`src/rtl/ll_control_if.sv`:
```
// Bus between the lander control unit and its memory/ALU datapath.
// wen is a one-cycle strobe with no back-pressure: memory latches alt/vel/thrust on the edge that ends it.
interface ll_control_if;
  logic [15:0] alt;
  logic [15:0] vel;
  logic [15:0] thrust;
  logic [15:0] alt_n;
  logic        wen;
  logic        land;
  logic        crash;

  modport master (
    output alt, vel, thrust, alt_n,
    input  wen, land, crash
  );

  modport slave (
    input  alt, vel, thrust, alt_n,
    output wen, land, crash
  );
endinterface

```
`src/rtl/ll_control.sv`:
```
// Lunar-lander sequencer: prescaled update cadence, one write strobe per update,
// touchdown detection from the ALU lookahead and safe/crash classification.
module ll_control #(
  parameter int          PRESCALE   = 25,
  parameter logic [15:0] SAFE_VEL   = 16'h9970,
  parameter logic [15:0] MAX_THRUST = 16'h0005
) (
  input  logic           clk,
  input  logic           rst,
  ll_control_if.slave    bus,
  output logic [2:0]     state_dbg,
  output logic           alt_pos_dbg
);

  typedef enum logic [2:0] {
    IDLE  = 3'd0,
    CALC  = 3'd1,
    SET   = 3'd2,
    LAND  = 3'd3,
    CRASH = 3'd4
  } state_t;

  state_t     state;
  logic [7:0] cnt;
  logic       wen_q;
  logic       land_q;
  logic       crash_q;
  logic       tick;
  logic       touch;
  logic       bad;

  assign tick  = (cnt == 8'(PRESCALE - 1));
  assign touch = (bus.alt_n == 16'h0000) || (bus.alt_n[15:12] >= 4'd5);
  // Unsigned compare is sound: BCD ten's-complement negatives keep magnitude order.
  assign bad   = (bus.thrust > MAX_THRUST) ||
                 ((bus.vel[15:12] >= 4'd5) && (bus.vel <= SAFE_VEL));

  assign bus.wen   = wen_q;
  assign bus.land  = land_q;
  assign bus.crash = crash_q;

  assign state_dbg   = state;
  // alt is observed only; decisions use the alt_n lookahead.
  assign alt_pos_dbg = (bus.alt[15:12] < 4'd5) && (bus.alt != 16'h0000);

  always_ff @(posedge clk or posedge rst) begin
    if (rst) begin
      state   <= IDLE;
      cnt     <= 8'd0;
      wen_q   <= 1'b0;
      land_q  <= 1'b0;
      crash_q <= 1'b0;
    end else begin
      if (state != LAND && state != CRASH) begin
        cnt <= tick ? 8'd0 : cnt + 8'd1;
      end
      wen_q <= 1'b0;
      case (state)
        IDLE: begin
          if (tick) state <= CALC;
        end
        CALC: begin
          if (touch && bad) begin
            state   <= CRASH;
            crash_q <= 1'b1;
          end else if (touch) begin
            state  <= LAND;
            land_q <= 1'b1;
          end else begin
            state <= SET;
            wen_q <= 1'b1;
          end
        end
        SET: begin
          state <= IDLE;
        end
        LAND: begin
          state <= LAND;
        end
        CRASH: begin
          state <= CRASH;
        end
        default: begin
          state <= IDLE;
        end
      endcase
    end
  end

endmodule

```
`src/flat_wrapper.sv`:
```
// flat-port wrapper written by rule: the top's interface ports become plain ports
module ll_control_flat 
#(
  parameter int          PRESCALE   = 25,
  parameter logic [15:0] SAFE_VEL   = 16'h9970,
  parameter logic [15:0] MAX_THRUST = 16'h0005
)
  (clk, rst, state_dbg, alt_pos_dbg, bus_alt, bus_vel, bus_thrust, bus_alt_n, bus_wen, bus_land, bus_crash);
  ll_control_if bus_i ();
  input  logic clk;
  input  logic rst;
  output logic [2:0] state_dbg;
  output logic alt_pos_dbg;
  input wire logic [$bits(bus_i.alt)-1:0] bus_alt;
  input wire logic [$bits(bus_i.vel)-1:0] bus_vel;
  input wire logic [$bits(bus_i.thrust)-1:0] bus_thrust;
  input wire logic [$bits(bus_i.alt_n)-1:0] bus_alt_n;
  output wire logic [$bits(bus_i.wen)-1:0] bus_wen;
  output wire logic [$bits(bus_i.land)-1:0] bus_land;
  output wire logic [$bits(bus_i.crash)-1:0] bus_crash;
  assign bus_i.alt = bus_alt;
  assign bus_i.vel = bus_vel;
  assign bus_i.thrust = bus_thrust;
  assign bus_i.alt_n = bus_alt_n;
  assign bus_wen = bus_i.wen;
  assign bus_land = bus_i.land;
  assign bus_crash = bus_i.crash;
  ll_control #(.PRESCALE(PRESCALE), .SAFE_VEL(SAFE_VEL), .MAX_THRUST(MAX_THRUST)) u_core (.clk(clk), .rst(rst), .bus(bus_i), .state_dbg(state_dbg), .alt_pos_dbg(alt_pos_dbg));
endmodule
```
`config.mk`:
```
export PLATFORM = sky130hd
export DESIGN_NAME = ll_control_flat
export DESIGN_NICKNAME = d
export VERILOG_FILES = /design/src/rtl/ll_control_if.sv /design/src/rtl/ll_control.sv /design/src/flat_wrapper.sv
export SDC_FILE = /design/constraint.sdc
export NUM_CORES = 1
export LEC_CHECK = 0
export ABC_AREA = 0
export BUFFER_PORTS_ARGS = -buffer_cell sky130_fd_sc_hd__buf_2
export CORE_MARGIN = 2
export CORE_UTILIZATION = 25
export CTS_BUF_LIST = sky130_fd_sc_hd__clkbuf_8
export CTS_CLUSTER_SIZE = 28
export DETAILED_ROUTE_END_ITERATION = 12
export SYNTH_ARGS = -nofsm -noshare
export SYNTH_HDL_FRONTEND = slang
export SYNTH_SLANG_ARGS = --single-unit
```
`constraint.sdc`:
```
create_clock -name clk -period 2.1 [get_ports clk]
set_input_delay 0.525 -clock clk [delete_from_list [all_inputs] [get_ports clk]]
set_output_delay 0.525 -clock clk [all_outputs]
set_load 0.02 [all_outputs]
```
==> results.py, run 1 <==
metrics = {
    "routing": {
        "first_pass_iters": 4,
        "via_per_inst": 4.75,
        "wl_um": 2350,
        "wl_per_cell_um": 10.6,
        "drc": 0,
        "postRouteAntennaNets": 0,
        "drt_iter0_markers": 50,
        "vias": 1055,
    },
    "final_layout": {
        "final_common_cell": "buf_2",
        "fill_cells": 389,
        "drive_above_1_share": 0.483,
        "n_antenna_cell": 0,
        "nets": 243,
        "syn2layout_area_growth_pct": 52.1,
        "multi_input_area_um2": 561,
        "layout_common_cells": "buf_2, dfrtp_1, nor4_1, nand2_1, nor2_1",
        "seq_area_um2": 350,
    },
    "setup_path": {
        "cp-end-kind": "primary output",
        "crit_arrival_ns": 1.59,
        "crit_family": "simple AND/OR/NAND/NOR gates",
        "cpMaxStageDelayCell": "or4_1",
        "setup.worst_path.class": "primary input to primary output",
        "crit_buf_inv": 2,
        "cp.required_ns": 1.57,
        "path_max_fanout": 2,
        "cp-start-kind": "primary input",
        "path_cells": "buf_6 > or4_1 > nor4_1 > a311oi_1 > buf_2",
        "slowest_delay_ns": 0.50,
    },
    "floorplan": {
        "die_w_um": 65.0,
        "die_area_um2": 4220,
        "start_util": 0.258,
        "die_h_um": 65.0,
        "io_pins": 73,
        "fp.coreArea_um2": 3610,
        "num_rows": 22,
    },
    "synth": {
        "synthSimpleGateAreaFrac": 0.319,
        "syn_nets": 166,
        "synthMuxAreaShare": 0.0242,
        "synth-xor-area-share": 0.0377,
        "synth_ff_type": "dfrtp_1",
        "ys_seq_area_frac": 0.377,
        "synthAdderAreaFrac": 0.0269,
        "avgSynthCellArea_um2": 9.49,
        "syn_area_um2": 930,
        "async_reset_ff_frac": 1.00,
        "syn_inst": 98,
        "ys_warn_count": 0,
        "ys_ff_latch": 14,
        "ys_types": 42,
        "synth_top_family_by_area": "simple AND/OR/NAND/NOR gates",
        "synth_edf_count": 0,
        "synth_compound_area_frac": 0.195,
    },
    "clock_network": {
        "hold_buffers": 0,
        "cts_tree": "built",
        "clockBufferDepth": 2,
        "htree_levels": 1,
        "clock_latency_ns": 0.25,
        "clkTransAtPathRegs_ns": 0.06,
        "root_buffer": "clkbuf_8",
        "post_cts_buffers": 0,
        "clock-sinks": 14,
        "cts_buffers": 3,
    },
    "timing": {
        "period_share": 1.01,
        "clock_skew_ns": 0.000898,
        "holdWs_ns": 0.299,
        "drv_slew": 0,
        "slew_headroom": 0.649,
        "setup_viol": 1,
        "hold_viol": 0,
        "worst_pin_slew_ns": 0.525,
        "setup_slack_ns": -0.0141,
        "min_period_ns": 2.11,
        "rsz0062_at_grt": "true",
        "fmax_ghz": 0.473,
    },
    "grt": {
        "grt_max_degree": 15,
        "antenna_found_initial": 0,
        "grt_overflow_total": 0,
        "grt_pass1_vias": 924,
        "grt_pass1_wl_um": 3710,
        "gr-usage-all-layers": 0.112,
    },
    "place": {
        "dp_hpwl_um": 2000,
        "io_buffer_count": 71,
        "place_ws_ns": -0.0377,
        "gp_congestion": 0.736,
    },
    "power": {
        "seqPwrFrac": 0.413,
        "powerDensity_nw_per_um2": 677,
        "power.internal_uw": 653,
        "p_sw_frac": 0.318,
        "power.net_switching_uw": 304,
        "p_comb_frac": 0.304,
        "p_clk_frac": 0.282,
        "ir_worst_vdd_uv": 222,
        "leakage_uw": 0.000701,
    },
    "min_path": {
        "holdCritPathClass": "primary input to async pin",
    },
    "run_status": {
        "status": "finished, violations left",
        "failed_checks": "setup timing",
    },
    "job": {
        "drv_cap": 0,
    },
}
==> path summary, 6_finish.rpt <==
kind | startpoint | to | slack, ns | cells after the start
max | bus_alt[14] | alt_pos_dbg | -0.01 | 5
min | rst | u_core.cnt[1]$_DFFE_PP0P_ | 0.30 | 2
max reg2reg | u_core.state_dbg[2]$_DFFE_PP0P_ | u_core.cnt[2]$_DFFE_PP0P_ | 0.50 | 4
min reg2reg | u_core.bus.land$_DFFE_PP0P_ | u_core.bus.land$_DFFE_PP0P_ | 0.46 | 2
max in group asynchronous | rst | u_core.cnt[4]$_DFFE_PP0P_ | 1.45 | 2
min in group clk | u_core.bus.land$_DFFE_PP0P_ | u_core.bus.land$_DFFE_PP0P_ | 0.46 | 2
==> per-layer routing <==
| layer | vias up | GRT usage | share of wire |
|---|---|---|---|
| li1 | 537 | - | - |
| met1 | 474 | 0.134 | 0.41 |
| met2 | 44 | 0.191 | 0.50 |
| met3 | 0 | 0.0434 | 0.095 |
| met4 | 0 | 0.0239 | 0 |
| met5 | - | 0 | 0 |
==> logic make-up (layout without fill, tap and decap cells) <==
group,after synthesis,in the layout
fa+ha+maj,2,2
xor+xnor,4,4
mux,2,2
compound gates,23,23
flops,14,14
buf+inv,5,81
simple gates,48,48
==> state kept, by name, indices dropped and copies added, names as in the netlist <==
signal,flops
u_core.bus.crash,1
u_core.bus.land,1
u_core.cnt,8
u_core.state_dbg,3
u_core.bus.wen,1
==> power by group through the flow <==
| stage | clock network (uW) | registers (uW) | logic [uW] |
|---|---|---|---|
| final | 270 | 396 | 291 |
| after global routing | 297 | 405 | 332 |
| after floorplan | 0 | 391 | 182 |
| after CTS | 279 | 395 | 295 |
| after global placement | 0 | 400 | 290 |
| after detailed placement | 0 | 400 | 293 |
==> layout make-up <==
cell class / instances / share of cell area
Clock buffer: 4 / 0.0389
Inverter: 5 / 0.0133
Multi-Input combinational cell: 79 / 0.396
Sequential cell: 14 / 0.248
Tap cell: 48 / 0.0425
Timing Repair Buffer: 72 / 0.261
==> cell usage after synthesis (2+ instances only) <==
cell type	number	area (um2)
dfrtp_1	14	350
nor4_1	10	62.6
nand2_1	7	26.3
nor2_1	6	22.5
inv_1	5	18.8
a2bb2oi_1	3	26.3
and3_1	3	18.8
nand2b_1	3	18.8
nand4_1	3	18.8
nor3_1	3	15.0
o21ai_0	3	15.0
and4_1	2	17.5
ha_1	2	25.0
nand3_1	2	10.0
nor3b_1	2	15.0
o211ai_1	2	15.0
xnor2_1	2	17.5
xor2_1	2	17.5
==> stage by stage <==
stage	setup TNS, ns	utilization	power (uW)	area, um2	std cells
after floorplan	0	-	573	930	98
after global routing	-0.0738	0.392	1030	1410	222
final	-0.0141	0.392	957	1410	222
after global placement	-0.0222	0.375	690	1350	218
after CTS	-0.0238	0.392	970	1410	222
after detailed placement	-0.0377	0.375	693	1350	218
==> timing repair <==
item,CTS,global route
gates resized for setup,1,0
endpoints found under the hold margin,0,0
setup endpoints to repair,1,1
No activity file was read; power rests on OpenSTA's default activity.
==> run 2: changes to the inputs <==
==> constraint.sdc (replaced) <==
create_clock -name clk -period 2.1 [get_ports clk]
set_input_delay 0.315 -clock clk [delete_from_list [all_inputs] [get_ports clk]]
set_output_delay 0.315 -clock clk [all_outputs]
set_load 0.02 [all_outputs]
==> run 2 against run 1 <==
  * The run now ends clean
  * Non-clock buffer count down 1
  * Setup slack better by 0.41 ns
  * Critical path depth unchanged
  * Final cell count down 0.45%
  * Via count down 0.95%
  * Count of clock-buffer cells in the layout unchanged
  * Flip-flop and latch count unchanged
  * Power down 1.2%
  * Hold slack worse by 0.21 ns
  * Maximum frequency up 24%
  * Die area unchanged
  * Sequential power about the same
  * Critical endpoint unchanged
  * Largest power group unchanged
  * Highest routed layer unchanged
==> results.py, run 2 (synthesis gave the netlist of run 1 again) <==
metrics = {
    "run_status": {
        "status": "completed",
    },
    "timing": {
        "fmax_ghz": 0.585,
        "worst_pin_slew_ns": 0.511,
        "slew_headroom": 0.659,
        "drv_slew": 0,
        "clock_skew_ns": 0.00211,
        "setup_viol": 0,
        "setup_slack_ns": 0.391,
        "tns_ns": 0,
        "period_share": 0.814,
        "hold_viol": 0,
        "min_period_ns": 1.71,
        "rsz0062_at_grt": "false",
    },
    "floorplan": {
        "io_pins": 73,
        "die_w_um": 65.0,
        "num_rows": 22,
        "die_h_um": 65.0,
        "die_area_um2": 4220,
        "fp.coreArea_um2": 3610,
        "start_util": 0.258,
    },
    "clock_network": {
        "hold_buffers": 0,
        "clock_latency_ns": 0.25,
        "cts_buffers": 3,
        "clkTransAtPathRegs_ns": 0.06,
        "htree_levels": 1,
        "cts_tree": "built",
        "cts_resized": 0,
        "root_buffer": "clkbuf_8",
        "clock-sinks": 14,
        "post_cts_buffers": 0,
        "clockBufferDepth": 2,
    },
    "final_layout": {
        "drive_above_1_share": 0.480,
        "n_antenna_cell": 0,
        "largest_register": "u_core.cnt",
        "largest_reg_flops": 8,
        "nets": 242,
        "final_common_cell": "buf_2",
        "layout_common_cells": "buf_2, dfrtp_1, nor4_1, nand2_1, nor2_1",
        "syn2layout_area_growth_pct": 50.6,
        "fill_cells": 379,
    },
    "routing": {
        "wl_per_cell_um": 10.3,
        "first_pass_iters": 4,
        "wl_um": 2270,
        "via_per_inst": 4.73,
        "drc": 0,
        "drt_iter0_markers": 18,
        "vias": 1045,
        "postRouteAntennaNets": 0,
    },
    "min_path": {
        "holdCritPathClass": "primary input to async pin",
    },
    "setup_path": {
        "cp-end-kind": "primary output",
        "cp.required_ns": 1.78,
        "setup.worst_path.class": "primary input to primary output",
        "path_max_fanout": 2,
        "cp-start-kind": "primary input",
        "crit_arrival_ns": 1.39,
    },
    "place": {
        "io_buffer_count": 71,
        "gp_congestion": 0.730,
        "dp_hpwl_um": 1960,
        "place_ws_ns": 0.384,
    },
    "grt": {
        "antenna_found_initial": 0,
        "grt_pass1_wl_um": 3730,
        "grt_pass1_vias": 952,
        "gr-usage-all-layers": 0.110,
        "grt_overflow_total": 0,
        "grt_max_degree": 15,
    },
    "power": {
        "leakage_uw": 0.000694,
        "p_clk_frac": 0.277,
        "powerDensity_nw_per_um2": 676,
        "seqPwrFrac": 0.422,
        "power.net_switching_uw": 296,
        "p_sw_frac": 0.313,
        "ir_worst_vdd_uv": 212,
        "p_comb_frac": 0.301,
        "power.internal_uw": 650,
    },
    "job": {
        "drv_cap": 0,
    },
}
-- run 2: routing by layer --
| layer | wire (um) | part of all wire | global-route usage | vias up |
|---|---|---|---|---|
| met5 | 0 | 0 | 0 | - |
| met4 | 0 | 0 | 0.0160 | 0 |
| met2 | 1150 | 0.51 | 0.201 | 45 |
| li1 | - | - | - | 532 |
| met1 | 942 | 0.41 | 0.131 | 468 |
| met3 | 182 | 0.080 | 0.0260 | 0 |
-- run 2: area by class of cell --
cell class	count	area, um2	share of cell area
multi-input combinational	79	561	0.400
timing repair buffer	71	355	0.254
clock buffer	4	55.1	0.0393
inverter	5	18.8	0.0134
tap	48	60.1	0.0429
sequential	14	350	0.250
-- run 2: path summary, 6_finish.rpt --
path | startpoint | end | slack [ns] | cells after the start
max | bus_alt[14] | alt_pos_dbg | 0.39 | 5
min | rst | u_core.cnt[0]$_DFFE_PP0P_ | 0.09 | 2
max reg2reg | u_core.cnt[0]$_DFFE_PP0P_ | u_core.cnt[0]$_DFFE_PP0P_ | 0.51 | 6
min reg2reg | u_core.bus.land$_DFFE_PP0P_ | u_core.bus.land$_DFFE_PP0P_ | 0.46 | 2
max in group asynchronous | rst | u_core.cnt[5]$_DFFE_PP0P_ | 1.67 | 2
min in group clk | bus_alt_n[15] | u_core.bus.wen$_DFF_PP0_ | 0.40 | 3
-- run 2: power groups by stage --
stage          clock, uW  sequential (uW)  combinational (uW)
3_3_place_gp           0              400                 289
4_1_cts              274              398                 290
6_report             262              399                 285
5_1_grt              283              410                 327
2_1_floorplan          0              391                 182
3_5_place_dp           0              403                 289
-- run 2: stage by stage --
| stage | std cells | hold WS (ns) | power, uW | cell area, um2 | util |
|---|---|---|---|---|---|
| floorplan | 98 | 0.204 | 573 | 930 | - |
| global placement | 217 | 0.384 | 689 | 1350 | 0.373 |
| detailed placement | 217 | 0.389 | 692 | 1350 | 0.373 |
| CTS | 221 | 0.120 | 962 | 1400 | 0.388 |
| global route | 221 | 0.158 | 1020 | 1400 | 0.388 |
| finish | 221 | 0.0880 | 946 | 1400 | 0.388 |
-- run 2: critical path: stages --
cell,delay (ns)
buf_2,0.10
or4_1,0.51
nor4_1,0.17
a311oi_1,0.12
buf_2,0.17
